<file path="config.mk">
export PLATFORM = sky130hd
export DESIGN_NAME = trap_ctrl_flat
export DESIGN_NICKNAME = d
export VERILOG_FILES = /design/src/rtl/trap_ctrl_pkg.sv /design/src/rtl/trap_ctrl_if.sv /design/src/rtl/trap_csr_regs.sv /design/src/rtl/trap_ctrl.sv /design/src/flat_wrapper.sv
export SDC_FILE = /design/constraint.sdc
export NUM_CORES = 1
export LEC_CHECK = 0
export ABC_AREA = 1
export BUFFER_PORTS_ARGS = -buffer_cell sky130_fd_sc_hd__buf_4
export CORE_MARGIN = 3
export CORE_UTILIZATION = 45
export CTS_CLUSTER_DIAMETER = 100
export CTS_CLUSTER_SIZE = 8
export DETAILED_ROUTE_END_ITERATION = 10
export GPL_ROUTABILITY_DRIVEN = 0
export PLACE_DENSITY = 0.78
export SLEW_MARGIN = 20
export SYNTH_ARGS = -nofsm -noshare
export SYNTH_HDL_FRONTEND = slang
export SYNTH_SLANG_ARGS = --single-unit
</file>
<file path="constraint.sdc">
create_clock -name clk -period 1.51 [get_ports clk]
set_clock_uncertainty 0.15 [all_clocks]
set_input_delay 0.0755 -clock clk [delete_from_list [all_inputs] [get_ports clk]]
set_output_delay 0.0755 -clock clk [all_outputs]
set_load 0.1 [all_outputs]
</file>
<file path="src/rtl/trap_ctrl_pkg.sv">
// Shared packages for the trap controller slice.
//   rv32     : base word type and XLEN for the RV32 datapath.
//   saratoga : trap controller FSM state enum, machine CSR addresses and
//              mstatus bit positions.
// Optional feature macro used by this slice: TRAP_CTRL_MTVAL_EN.
package rv32;
  localparam int XLEN = 32;
  typedef logic [XLEN-1:0] word;
endpackage

package saratoga;
  typedef enum logic [2:0] {
    ST_IDLE,
    ST_DRAIN,
    ST_INSERT,
    ST_SETTLE,
    ST_RET
  } trap_ctrl_state_e;

  localparam logic [11:0] CSR_ADDR_MSTATUS = 12'h300;
  localparam logic [11:0] CSR_ADDR_MEPC    = 12'h341;
  localparam logic [11:0] CSR_ADDR_MCAUSE  = 12'h342;
  localparam logic [11:0] CSR_ADDR_MTVAL   = 12'h343;

  localparam int MSTATUS_MIE_BIT  = 3;
  localparam int MSTATUS_MPIE_BIT = 7;
endpackage

</file>
<file path="src/rtl/trap_ctrl_if.sv">
// Trap request handshake between the trap unit (master) and trap_ctrl (slave).
//   trap_req     : request, held by the trap unit until trap_insert
//   trap_pc      : mtvec-resolved trap destination
//   trap_epc     : faulting / interrupted PC
//   trap_cause   : mcause value (bit 31 = interrupt)
//   trap_val     : mtval value
//   trap_insert  : one-cycle acknowledge from trap_ctrl
interface trap_ctrl_if;
  import rv32::*;

  logic trap_req;
  word  trap_pc;
  word  trap_epc;
  word  trap_cause;
  word  trap_val;
  logic trap_insert;

  modport master (
    output trap_req, trap_pc, trap_epc, trap_cause, trap_val,
    input  trap_insert
  );

  modport slave (
    input  trap_req, trap_pc, trap_epc, trap_cause, trap_val,
    output trap_insert
  );
endinterface

</file>
<file path="src/rtl/trap_csr_regs.sv">
// Machine trap CSRs: mepc, mcause, mtval, mstatus.MIE and mstatus.MPIE.
// Ports:
//   clk, rst                 : clock, synchronous active-high reset
//   i_commit + i_commit*     : trap entry commit (epc/cause/val)
//   i_ret                    : MRET return (MIE<=MPIE, MPIE<=1)
//   i_we, i_addr, i_wdata    : CSR instruction write
//   o_mepc/o_mcause/o_mtval  : CSR values
//   o_mie, o_mpie            : mstatus interrupt-enable bits
// Macro TRAP_CTRL_MTVAL_EN: when undefined, mtval has no flops and reads 0.
module trap_csr_regs
  import rv32::*;
  import saratoga::*;
(
  input  logic        clk,
  input  logic        rst,
  input  logic        i_commit,
  input  word         i_commitEpc,
  input  word         i_commitCause,
  input  word         i_commitVal,
  input  logic        i_ret,
  input  logic        i_we,
  input  logic [11:0] i_addr,
  input  word         i_wdata,
  output word         o_mepc,
  output word         o_mcause,
  output word         o_mtval,
  output logic        o_mie,
  output logic        o_mpie
);

  word  r_mepc;
  word  r_mcause;
  logic r_mie;
  logic r_mpie;

  // Trap commit, MRET and CSR writes are mutually exclusive by FSM state;
  // the priority order only matters if that ever changes.
  always_ff @(posedge clk) begin
    if (rst) begin
      r_mepc   <= '0;
      r_mcause <= '0;
      r_mie    <= 1'b0;
      r_mpie   <= 1'b0;
    end else if (i_commit) begin
      r_mepc   <= i_commitEpc & ~32'h3;
      r_mcause <= i_commitCause;
      r_mpie   <= r_mie;
      r_mie    <= 1'b0;
    end else if (i_ret) begin
      r_mie    <= r_mpie;
      r_mpie   <= 1'b1;
    end else if (i_we) begin
      case (i_addr)
        CSR_ADDR_MEPC:    r_mepc   <= i_wdata & ~32'h3;
        CSR_ADDR_MCAUSE:  r_mcause <= i_wdata;
        CSR_ADDR_MSTATUS: begin
          r_mie  <= i_wdata[MSTATUS_MIE_BIT];
          r_mpie <= i_wdata[MSTATUS_MPIE_BIT];
        end
        default: ;
      endcase
    end
  end

`ifdef TRAP_CTRL_MTVAL_EN
  word r_mtval;

  // mtval follows the same commit / write precedence as the other CSRs.
  always_ff @(posedge clk) begin
    if (rst) begin
      r_mtval <= '0;
    end else if (i_commit) begin
      r_mtval <= i_commitVal;
    end else if (!i_ret && i_we && (i_addr == CSR_ADDR_MTVAL)) begin
      r_mtval <= i_wdata;
    end
  end

  assign o_mtval = r_mtval;
`else
  logic w_unusedVal;
  assign w_unusedVal = ^i_commitVal;
  assign o_mtval     = '0;
`endif

  assign o_mepc   = r_mepc;
  assign o_mcause = r_mcause;
  assign o_mie    = r_mie;
  assign o_mpie   = r_mpie;

endmodule

</file>
<file path="src/rtl/trap_ctrl.sv">
// Trap controller: responder side of the trap request handshake. Captures a
// trap, waits for outstanding data accesses (bounded by DRAIN_MAX), then
// inserts the trap (ack, flush, redirect, CSR commit). Also sequences MRET.
// Ports:
//   clk, rst          : clock, synchronous active-high reset
//   trapIf (slave)    : trap_req/pc/epc/cause/val in, trap_insert out
//   i_mret            : MRET in Decode, one-cycle pulse
//   i_memBusy         : data bus transaction outstanding
//   i_csrWe/Addr/Wdata: CSR instruction write
//   o_stall           : freeze Fetch/Decode/Execute
//   o_pcRedirect      : load o_redirectPc into fetch PC (pulse)
//   o_flushFetch/Decode/Exec : stage squashes
//   o_mepc/o_mcause/o_mtval, o_mstatusMie/Mpie : CSR state
// Macro TRAP_CTRL_MTVAL_EN: enables mtval capture and writes; otherwise 0.
module trap_ctrl
  import rv32::*;
  import saratoga::*;
#(
  parameter int DRAIN_MAX = 16
) (
  input  logic        clk,
  input  logic        rst,
  trap_ctrl_if.slave  trapIf,
  input  logic        i_mret,
  input  logic        i_memBusy,
  input  logic        i_csrWe,
  input  logic [11:0] i_csrAddr,
  input  word         i_csrWdata,
  output logic        o_stall,
  output logic        o_pcRedirect,
  output word         o_redirectPc,
  output logic        o_flushFetch,
  output logic        o_flushDecode,
  output logic        o_flushExec,
  output word         o_mepc,
  output word         o_mcause,
  output word         o_mtval,
  output logic        o_mstatusMie,
  output logic        o_mstatusMpie
);

  localparam int CW = (DRAIN_MAX > 1) ? $clog2(DRAIN_MAX) : 1;

  trap_ctrl_state_e r_state;
  trap_ctrl_state_e w_nextState;
  logic [CW-1:0]    r_drainCnt;
  word              r_pc;
  word              r_epc;
  word              r_cause;
  word              w_captVal;
  logic             w_insert;
  logic             w_commit;
  logic             w_ret;
  logic             w_csrWe;
  logic             w_capture;

  assign w_capture = !rst && (r_state == ST_IDLE) && trapIf.trap_req;

  // State register and drain counter; the counter only runs while we stay
  // in DRAIN, so it is back at zero whenever DRAIN is entered again.
  always_ff @(posedge clk) begin
    if (rst) begin
      r_state    <= ST_IDLE;
      r_drainCnt <= '0;
    end else begin
      r_state <= w_nextState;
      if ((r_state == ST_DRAIN) && (w_nextState == ST_DRAIN)) begin
        r_drainCnt <= r_drainCnt + 1'b1;
      end else begin
        r_drainCnt <= '0;
      end
    end
  end

  // Capture the trap payload the cycle the request is accepted, since the
  // source may change its fields once it sees trap_insert.
  always_ff @(posedge clk) begin
    if (rst) begin
      r_pc    <= '0;
      r_epc   <= '0;
      r_cause <= '0;
    end else if (w_capture) begin
      r_pc    <= trapIf.trap_pc;
      r_epc   <= trapIf.trap_epc;
      r_cause <= trapIf.trap_cause;
    end
  end

`ifdef TRAP_CTRL_MTVAL_EN
  word r_val;

  always_ff @(posedge clk) begin
    if (rst) begin
      r_val <= '0;
    end else if (w_capture) begin
      r_val <= trapIf.trap_val;
    end
  end

  assign w_captVal = r_val;
`else
  logic w_unusedTrapVal;
  assign w_unusedTrapVal = ^trapIf.trap_val;
  assign w_captVal       = '0;
`endif

  // Next state and all outputs. Everything is held low during reset so an
  // aborted sequence cannot emit a redirect or commit on its way out.
  always_comb begin
    w_nextState   = r_state;
    o_stall       = 1'b0;
    w_insert      = 1'b0;
    o_pcRedirect  = 1'b0;
    o_redirectPc  = '0;
    o_flushFetch  = 1'b0;
    o_flushDecode = 1'b0;
    o_flushExec   = 1'b0;
    w_commit      = 1'b0;
    w_ret         = 1'b0;
    w_csrWe       = 1'b0;
    if (!rst) begin
      case (r_state)
        ST_IDLE: begin
          // A trap request wins over a simultaneous MRET, which is dropped.
          if (trapIf.trap_req) begin
            o_stall     = 1'b1;
            w_nextState = i_memBusy ? ST_DRAIN : ST_INSERT;
          end else begin
            w_csrWe = i_csrWe;
            if (i_mret) w_nextState = ST_RET;
          end
        end
        ST_DRAIN: begin
          o_stall = 1'b1;
          if (!i_memBusy || (r_drainCnt == CW'(DRAIN_MAX - 1))) begin
            w_nextState = ST_INSERT;
          end
        end
        ST_INSERT: begin
          w_insert      = 1'b1;
          o_pcRedirect  = 1'b1;
          o_stall       = 1'b1;
          o_flushFetch  = 1'b1;
          o_flushDecode = 1'b1;
          o_flushExec   = 1'b1;
          o_redirectPc  = r_pc;
          w_commit      = 1'b1;
          w_nextState   = ST_SETTLE;
        end
        ST_SETTLE: begin
          // The source is still clearing its request; ignore it this cycle.
          w_nextState = ST_IDLE;
        end
        ST_RET: begin
          o_pcRedirect  = 1'b1;
          o_redirectPc  = o_mepc;
          o_flushFetch  = 1'b1;
          o_flushDecode = 1'b1;
          w_ret         = 1'b1;
          w_nextState   = ST_IDLE;
        end
        default: w_nextState = ST_IDLE;
      endcase
    end
  end

  assign trapIf.trap_insert = w_insert;

  trap_csr_regs u_csrRegs (
    .clk          (clk),
    .rst          (rst),
    .i_commit     (w_commit),
    .i_commitEpc  (r_epc),
    .i_commitCause(r_cause),
    .i_commitVal  (w_captVal),
    .i_ret        (w_ret),
    .i_we         (w_csrWe),
    .i_addr       (i_csrAddr),
    .i_wdata      (i_csrWdata),
    .o_mepc       (o_mepc),
    .o_mcause     (o_mcause),
    .o_mtval      (o_mtval),
    .o_mie        (o_mstatusMie),
    .o_mpie       (o_mstatusMpie)
  );

endmodule

</file>
<file path="src/flat_wrapper.sv">
// flat-port wrapper written by rule: the top's interface ports become plain ports
module trap_ctrl_flat import rv32::*; import saratoga::*;
#(
  parameter int DRAIN_MAX = 16
)
  (clk, rst, i_mret, i_memBusy, i_csrWe, i_csrAddr, i_csrWdata, o_stall, o_pcRedirect, o_redirectPc, o_flushFetch, o_flushDecode, o_flushExec, o_mepc, o_mcause, o_mtval, o_mstatusMie, o_mstatusMpie, trapIf_trap_req, trapIf_trap_pc, trapIf_trap_epc, trapIf_trap_cause, trapIf_trap_val, trapIf_trap_insert);
  trap_ctrl_if trapIf_i ();
  input  logic clk;
  input  logic rst;
  input  logic i_mret;
  input  logic i_memBusy;
  input  logic i_csrWe;
  input  logic [11:0] i_csrAddr;
  input  word i_csrWdata;
  output logic o_stall;
  output logic o_pcRedirect;
  output word o_redirectPc;
  output logic o_flushFetch;
  output logic o_flushDecode;
  output logic o_flushExec;
  output word o_mepc;
  output word o_mcause;
  output word o_mtval;
  output logic o_mstatusMie;
  output logic o_mstatusMpie;
  input wire logic [$bits(trapIf_i.trap_req)-1:0] trapIf_trap_req;
  input wire logic [$bits(trapIf_i.trap_pc)-1:0] trapIf_trap_pc;
  input wire logic [$bits(trapIf_i.trap_epc)-1:0] trapIf_trap_epc;
  input wire logic [$bits(trapIf_i.trap_cause)-1:0] trapIf_trap_cause;
  input wire logic [$bits(trapIf_i.trap_val)-1:0] trapIf_trap_val;
  output wire logic [$bits(trapIf_i.trap_insert)-1:0] trapIf_trap_insert;
  assign trapIf_i.trap_req = trapIf_trap_req;
  assign trapIf_i.trap_pc = trapIf_trap_pc;
  assign trapIf_i.trap_epc = trapIf_trap_epc;
  assign trapIf_i.trap_cause = trapIf_trap_cause;
  assign trapIf_i.trap_val = trapIf_trap_val;
  assign trapIf_trap_insert = trapIf_i.trap_insert;
  trap_ctrl #(.DRAIN_MAX(DRAIN_MAX)) u_core (.clk(clk), .rst(rst), .trapIf(trapIf_i), .i_mret(i_mret), .i_memBusy(i_memBusy), .i_csrWe(i_csrWe), .i_csrAddr(i_csrAddr), .i_csrWdata(i_csrWdata), .o_stall(o_stall), .o_pcRedirect(o_pcRedirect), .o_redirectPc(o_redirectPc), .o_flushFetch(o_flushFetch), .o_flushDecode(o_flushDecode), .o_flushExec(o_flushExec), .o_mepc(o_mepc), .o_mcause(o_mcause), .o_mtval(o_mtval), .o_mstatusMie(o_mstatusMie), .o_mstatusMpie(o_mstatusMpie));
endmodule
</file>
==> results of run 1 <==
==> stage by stage <==
step           total power [uW]  TNS [ns]
2_1_floorplan              7221    -15.73
3_3_place_gp               8091    -36.87
3_5_place_dp               8135    -44.21
4_1_cts                   14710    -75.59
5_1_grt                   15670   -104.62
6_report                  15390    -99.66
==> Yosys cell counts <==
cell type | number | area, sq um
o21ai_0 | 84 | 420.4
a21oi_1 | 62 | 310.3
xor2_1 | 1 | 8.760
ha_1 | 1 | 12.51
inv_2 | 4 | 15.01
nor3_1 | 1 | 5.000
inv_1 | 111 | 416.7
nand2_1 | 366 | 1374
o31ai_1 | 30 | 225.2
nand3b_1 | 1 | 7.510
o21ai_1 | 15 | 75.07
nand2_4 | 1 | 11.26
buf_4 | 48 | 360.4
dfxtp_1 | 165 | 3303
buf_2 | 31 | 155.2
nand2_2 | 2 | 12.51
nor2_4 | 2 | 22.52
nor2_1 | 87 | 326.6
a31oi_1 | 1 | 6.260
clkbuf_1 | 41 | 153.9
buf_6 | 1 | 11.26
conb_1 | 1 | 3.750
buf_1 | 9 | 33.78
nand4_1 | 61 | 381.6
xnor2_1 | 1 | 8.760
o21ai_2 | 1 | 8.760
or3_1 | 1 | 6.260
nand3_1 | 71 | 355.3
nand3_4 | 1 | 17.52
==> layer usage <==
layer  wire length, microns  part of all wire
met1                  14070              0.33
met3                   4660              0.11
met4                   3580             0.084
met5                      0                 0
met2                  20430              0.48
==> what timing repair did <==
action,in CTS,in global routing
hold buffers,126,1
setup endpoints to repair,201,203
resized for setup,286,56
cloned,31,4
buffers inserted,37,14
endpoints found under the hold margin,127,1
pin swaps,20,23
==> area by class of cell <==
cell class / count / area [sq um]
clock buffer: 22 / 494.2
sequential: 165 / 3311
inverter: 115 / 446.7
fill: 735 / 2217
tap: 225 / 281.5
antenna: 1 / 2.502
timing repair buffer: 506 / 5867
multi-input combinational: 824 / 4583
clock inverter: 10 / 214.0
==> cells by family after synthesis <==
family	Yosys count	share of synthesized area
buf+inv	245	0.1424
compound gates	193	0.1300
other cells	1	0.0004659
fa+ha+maj	1	0.001554
xor+xnor	2	0.002177
simple gates	594	0.3131
flops	165	0.4104
==> power breakdown <==
part / internal [uW] / total, uW / switching (uW)
logic: 2220 / 5230 / 3010
clock network: 3350 / 5240 / 1900
registers: 4680 / 4920 / 236
==> cells in the final DEF (no fill, tap or decap), types with 59 or more instances in the layout <==
master / count
dfxtp_1: 161
nor2_1: 81
nand4_1: 61
a21oi_1: 59
buf_4: 246
nand2_1: 313
buf_12: 77
inv_1: 108
nand3_1: 65
dlygate4sd3_1: 127
==> final timing paths <==
check                       start  slack [ns]  depth (start not counted)                            end
min reg2reg  u_core.r_drainCnt[0]        0.29                          1           u_core.r_drainCnt[0]
min                           rst        0.01                          5           u_core.r_drainCnt[2]
max             u_core.r_state[1]       -0.78                         13  u_core.u_csrRegs.o_mcause[19]
max reg2reg     u_core.r_state[1]       -0.78                         13  u_core.u_csrRegs.o_mcause[19]
==> critical path: stages (launching register included) <==
cell     delay, ns
dfxtp_2       0.34
buf_6         0.12
nor2_4        0.09
buf_4         0.13
nand2_4       0.05
buf_4         0.14
o21ai_4       0.17
buf_6         0.13
buf_4         0.11
buf_12        0.13
buf_6         0.11
buf_16        0.13
a21oi_1       0.09
nor2_1        0.27
==> flip-flops by register name, indices dropped and copies added, names as in the netlist <==
name / count
u_core.r_drainCnt: 4
u_core.r_pc: 32
u_core.u_csrRegs.o_mepc: 30
u_core.r_state: 3
u_core.u_csrRegs.o_mcause: 32
u_core.r_cause: 32
u_core.u_csrRegs.o_mpie: 1
u_core.u_csrRegs.o_mie: 1
u_core.r_epc: 30
==> results.md, run 1 <==
- Status: finished with violations
- Failing checks: setup timing
- Total Routing Usage GR: 0.3833
- CTS H-tree lvls: 4
- Register bit total from synthesis: 165
- Post-DRT Antenna Nets: 0
- Pleak: around 0.007 uW
- Peak VDD IR: 1.047 mV
- Initial core utilization: 0.4621
- M3 GR Usage: 0.08316
- Finished Core Util: 0.8727
- Max Cap Violations: 0
- Hold slack: ~0.013 ns
- Post-synthesis sequential area ratio: 0.4104
- Maximum number of pins on one net before global-route repair: 142
- CP Class: flip-flop to flip-flop
- Layout cell share with drive strength beyond 1: 0.3350
- Drt pass-1 iters: 7
- Clk_lat worst skew: 0.43 ns
- Final hold vios: 0
- Routed WL: 42740 microns
- Drt via density: just under 6
- Met1 usage: 0.4144
- Total number of vias: roughly 11000
- Worst Path Required: 1.68 ns
- Clk sinks: about 170
- RSZ-0062 raised after global routing: true
- Placement Cell Area: 10660 sq um
- First-pass GRT wire length: approximately 59000 microns
- Busiest grt layer: met2
- Chip Width: 139.7 microns
- Dpl hpwl: 19130 microns
- Pins Over Slew Limit: 0
- Vias in the first global route: ~11000
- Final min period: 2.288 ns
- Rel. slew slack: 0.5897
- Initial DRC count: 1493
- Clock transition at path regs: 0.07 ns
- Fin crit share: 1.515
- CP Capture Type: flip-flop
- Mapped Area: 8049 sq um
- I/O pin count: ~310
- Cell variety after synth: 29
- Pwr dens: 1013 nW/um^2
- CTS tree: built
- Met2 usage: 0.6807
- Rows: 48
- HP Class: primary input to flip-flop
- Setup WS post-layout: -0.7778 ns
- Root Driver: clkbuf_16
- Placed insts: 1631
- Crit Path Max Fanout: 12
- Grt total ovfl: 0
- IO buf count: 245
- Worst slack, placed: -0.2986 ns
- Worst endpoint data arrival time: around 2.5 ns
- Area growth syn-to-layout: 88.84%
- Die Y: 139.7 microns
- DRC: 0
- Syn avg cell area: 6.702 sq um
- Initial antenna violation count: 1
- Core area: 17420 sq um
- Post-route insts no fill: 1868
- CTS buffer count: 17
- Post-route design area: 15200 sq um
- CTS max path bufs: 2
- CP startpoint kind: flip-flop
- Die Footprint: 19530 sq um
- Cell count after synthesis: 1201
- Worst slew pin tran: about 0.62 ns
- Detailed-route wire length per cell: approximately 23 microns
- F_max: 0.4371 GHz
- YS warnings: 0
- Final setup fails: 203
- Total Nets Final: 1808
Power figures use the tool's default switching activity.
==> inputs of run 2 (changes only) <==
--- a/config.mk
+++ b/config.mk
@@ -5,15 +5,15 @@
 export SDC_FILE = /design/constraint.sdc
 export NUM_CORES = 1
 export LEC_CHECK = 0
-export ABC_AREA = 1
+export ABC_AREA = 0
 export BUFFER_PORTS_ARGS = -buffer_cell sky130_fd_sc_hd__buf_4
 export CORE_MARGIN = 3
-export CORE_UTILIZATION = 45
+export CORE_UTILIZATION = 44
 export CTS_CLUSTER_DIAMETER = 100
 export CTS_CLUSTER_SIZE = 8
 export DETAILED_ROUTE_END_ITERATION = 10
 export GPL_ROUTABILITY_DRIVEN = 0
-export PLACE_DENSITY = 0.78
+export PLACE_DENSITY = 0.76
 export SLEW_MARGIN = 20
 export SYNTH_ARGS = -nofsm -noshare
 export SYNTH_HDL_FRONTEND = slang
==> results.md, run 2 <==
- First-pass GRT wire length: 52040 microns (was 59300 microns)
- CTS H-tree lvls: 4 (unchanged)
- Post-synthesis sequential area ratio: 0.4185 (was 0.4104)
- Die Y: 139.9 microns (was 139.7 microns)
- Synth top area cells: dfxtp_1 42%, a211oi_2 9.4%, nand2_1 9.0% (was dfxtp_1 41%, nand2_1 17%, o21ai_0 5.2%)
- Layout cell share with drive strength beyond 1: 0.4704 (was 0.3350)
- Total Nets Final: 1501 (was 1808)
- Pleak: 0.006533 uW (was 0.007208 uW)
- Die Footprint: 19580 sq um (was 19530 sq um)
- Post-synthesis compound-gate area fraction: 0.2399 (was 0.1300)
- Drt via density: 5.810 (was 5.941)
- Drt pass-1 iters: 5 (was 7)
- Clk_lat worst skew: 0.44 ns (was 0.43 ns)
- Area growth syn-to-layout: 87.94% (was 88.84%)
- Worst endpoint data arrival time: 1.96 ns (was 2.46 ns)
- Mapped Area: 7893 sq um (was 8049 sq um)
- Largest family of logic cells by synthesized area: compound AO/OA/AOI/OAI gates (was simple AND/OR/NAND/NOR gates)
- CP startpoint kind: flip-flop (unchanged)
- Hold slack: -0.05102 ns (was 0.01261 ns)
- Detailed-route wire length per cell: 24.10 microns (was 22.88 microns)
- Root Driver: clkbuf_16 (unchanged)
- Pwr dens: 955.9 nW/um^2 (was 1013 nW/um^2)
- Most used DFF post-synth: dfxtp_1 (unchanged)
- F_max: 0.4575 GHz (was 0.4371 GHz)
- Final hold vios: 1 (was 0)
- Core area: 17420 sq um (unchanged)
- Most frequent cells in the layout: 259 x buf_4, 180 x nand2_1, 160 x dfxtp_1, 117 x a211oi_2, 108 x dlygate4sd3_1 (was 313 x nand2_1, 246 x buf_4, 161 x dfxtp_1, 127 x dlygate4sd3_1, 108 x inv_1)
- CTS buffer count: 17 (unchanged)
- Adder-Cell Fraction of Synth Area: 0.001585 (was 0.001554)
- Most frequent cell after synthesis: nand2_1 (unchanged)
- Final min period: 2.186 ns (was 2.288 ns)
- Total Routing Usage GR: 0.3383 (was 0.3833)
- Crit Path Max Fanout: 7 (was 12)
- EDFF count, synth: 0 (unchanged)
- Worst Path Required: 1.28 ns (was 1.68 ns)
- Peak VDD IR: 0.9249 mV (was 1.047 mV)
- Initial core utilization: 0.4532 (was 0.4621)
- HP Class: primary input to flip-flop (unchanged)
- IO buf count: 245 (unchanged)
- Dpl hpwl: 17900 microns (was 19130 microns)
- Top cells by count, synth: 190 x nand2_1, 165 x dfxtp_1, 94 x nand3b_1, 66 x a211oi_1, 62 x a21oi_1 (was 366 x nand2_1, 165 x dfxtp_1, 111 x inv_1, 87 x nor2_1, 84 x o21ai_0)
- Status: finished with violations (unchanged)
- Clk sinks: 165 (unchanged)
- Maximum number of pins on one net before global-route repair: 75 (was 142)
- Vias in the first global route: 9047 (was 10940)
- Post-Synth Simple-Gate Area: 0.2378 (was 0.3131)
- Most common cell after layout, fill and taps aside: buf_4 (was nand2_1)
- YS warnings: 0 (unchanged)
- Setup WS post-layout: -0.6759 ns (was -0.7778 ns)
- Filler cells: 794 (was 735)
- Register bit total from synthesis: 165 (unchanged)
- Syn avg cell area: 9.030 sq um (was 6.702 sq um)
- Flop2flop setup slack: -0.60 ns (was -0.78 ns)
- CTS tree: built (unchanged)
- Worst slew pin tran: 0.9025 ns (was 0.6154 ns)
- RSZ-0062 raised after global routing: true (unchanged)
- Cell count after synthesis: 874 (was 1201)
- Pins Over Slew Limit: 0 (unchanged)
- DRC: 0 (unchanged)
- Mux share of post-synthesis cell area: 0.003805 (was 0)
- Chip Width: 139.9 microns (was 139.7 microns)
- Rel. slew slack: 0.3983 (was 0.5897)
- Post-route insts no fill: 1560 (was 1868)
- Cell variety after synth: 44 (was 29)
- Max Cap Violations: 0 (unchanged)
- Placed insts: 1328 (was 1631)
- Top-area cell type share of the netlist area: 0.4185 (was 0.4104)
- Failing checks: hold timing, setup timing (was setup timing)
- Clock transition at path regs: 0.07 ns (about the same)
- Post-Synth XOR/XNOR Area: 0.002219 (was 0.002176)
- Routed WL: 37590 microns (was 42740 microns)
- I/O pin count: 314 (unchanged)
- CP Capture Type: output pin (was flip-flop)
- Share of async-settable or async-resettable flops after synthesis: 0 (unchanged)
- Most area-hungry cell type in the Yosys netlist: dfxtp_1 (unchanged)
- Rows: 48 (unchanged)
- Total number of vias: 9063 (was 11100)
- Grt total ovfl: 0 (unchanged)
- Pwr Total: 14180 uW (was 15390 uW)
- Fin crit share: 1.448 (was 1.515)
- Hold Buf Count CTS: 108 (was 126)
- Antenna cells: 0 (was 1)
- Initial antenna violation count: 0 (was 1)
- Initial DRC count: 792 (was 1493)
- CP Class: flip-flop to output pin (was flip-flop to flip-flop)
- Final setup fails: 197 (was 203)
- CTS max path bufs: 2 (unchanged)
- Post-DRT Antenna Nets: 0 (unchanged)
[run 2: changes by cell type in the layout (fill, tap and decap cells not counted), sizes merged, moves of 21 or more]
| cell | change |
|---|---|
| a211oi | +125 |
| a22o | +30 |
| buf | +21 |
| inv | -108 |
| nand2 | -179 |
| nand3 | -68 |
| nand3b | +93 |
| nand4 | -59 |
| nor2 | -78 |
| nor2b | +24 |
| o21ai | -97 |
| o31ai | -30 |
[run 2: logic make-up after synthesis]
family / count (synthesis)
adder cells (fa/ha/maj): 1
AND/OR/NAND/NOR: 350
buffers and inverters: 124
flip-flops: 165
XOR/XNOR: 2
other: 1
multiplexers: 3
AO/OA/AOI/OAI: 228
[run 2: final timing paths]
path,start,cells after the start,to
worst max-delay path,u_core.r_state[0],6,o_redirectPc[21]
worst min-delay path,trapIf_trap_req,4,u_core.r_state[2]
worst max register to register,u_core.r_state[0],9,u_core.u_csrRegs.o_mcause[19]
worst min register to register,u_core.r_drainCnt[0],1,u_core.r_drainCnt[0]
[run 2: through the flow]
stage	util	setup WS, ns	cell area, sq um	TNS [ns]
2_1_floorplan	-	-0.3702	8811	-16.08
3_3_place_gp	0.6241	-0.2708	10870	-34.28
3_5_place_dp	0.6241	-0.3205	10870	-39.75
4_1_cts	0.8082	-0.6455	14080	-74.73
5_1_grt	0.8517	-0.6833	14830	-92.69
6_report	0.8517	-0.6759	14830	-84.08
[run 2: area by class of cell]
type	count	area (sq um)	area share
clock inverter	12	118.9	0.008013
multi-input combinational	618	4684	0.3158
tap	225	281.5	0.01898
timing repair buffer	517	5953	0.4013
sequential	165	3317	0.2236
inverter	3	11.26	0.0007592
clock buffer	20	466.7	0.03146
[run 2: metal layers]
layer | track usage | share of wire
met1 | 0.4212 | 0.37
met2 | 0.5753 | 0.49
met3 | 0.06350 | 0.090
met4 | 0.1433 | 0.051
met5 | 0 | 0
[run 2: repair_timing]
action                                  CTS  global route
endpoints found under the setup margin  198           198
cloned                                   23            17
setup buffers                            27            27
resized for setup                       170            52
hold endpoints to repair                112             1
pin swaps                                 8            43
[run 2: worst max-delay path, stage by stage, from the launching register on]
cell and delay, ns:
dfxtp_4 0.36, buf_6 0.12, nor4b_4 0.34, buf_4 0.21
clkbuf_16 0.16, a22o_4 0.15, buf_12 0.17
[run 2: power breakdown]
part	switching, uW	leakage [uW]	internal, uW	total [uW]
combinational	2820	0.00489	1890	4710
sequential	345	0.00135	4700	5050
clock	1990	0.000285	2430	4420
total	5150	0.00653	9030	14200
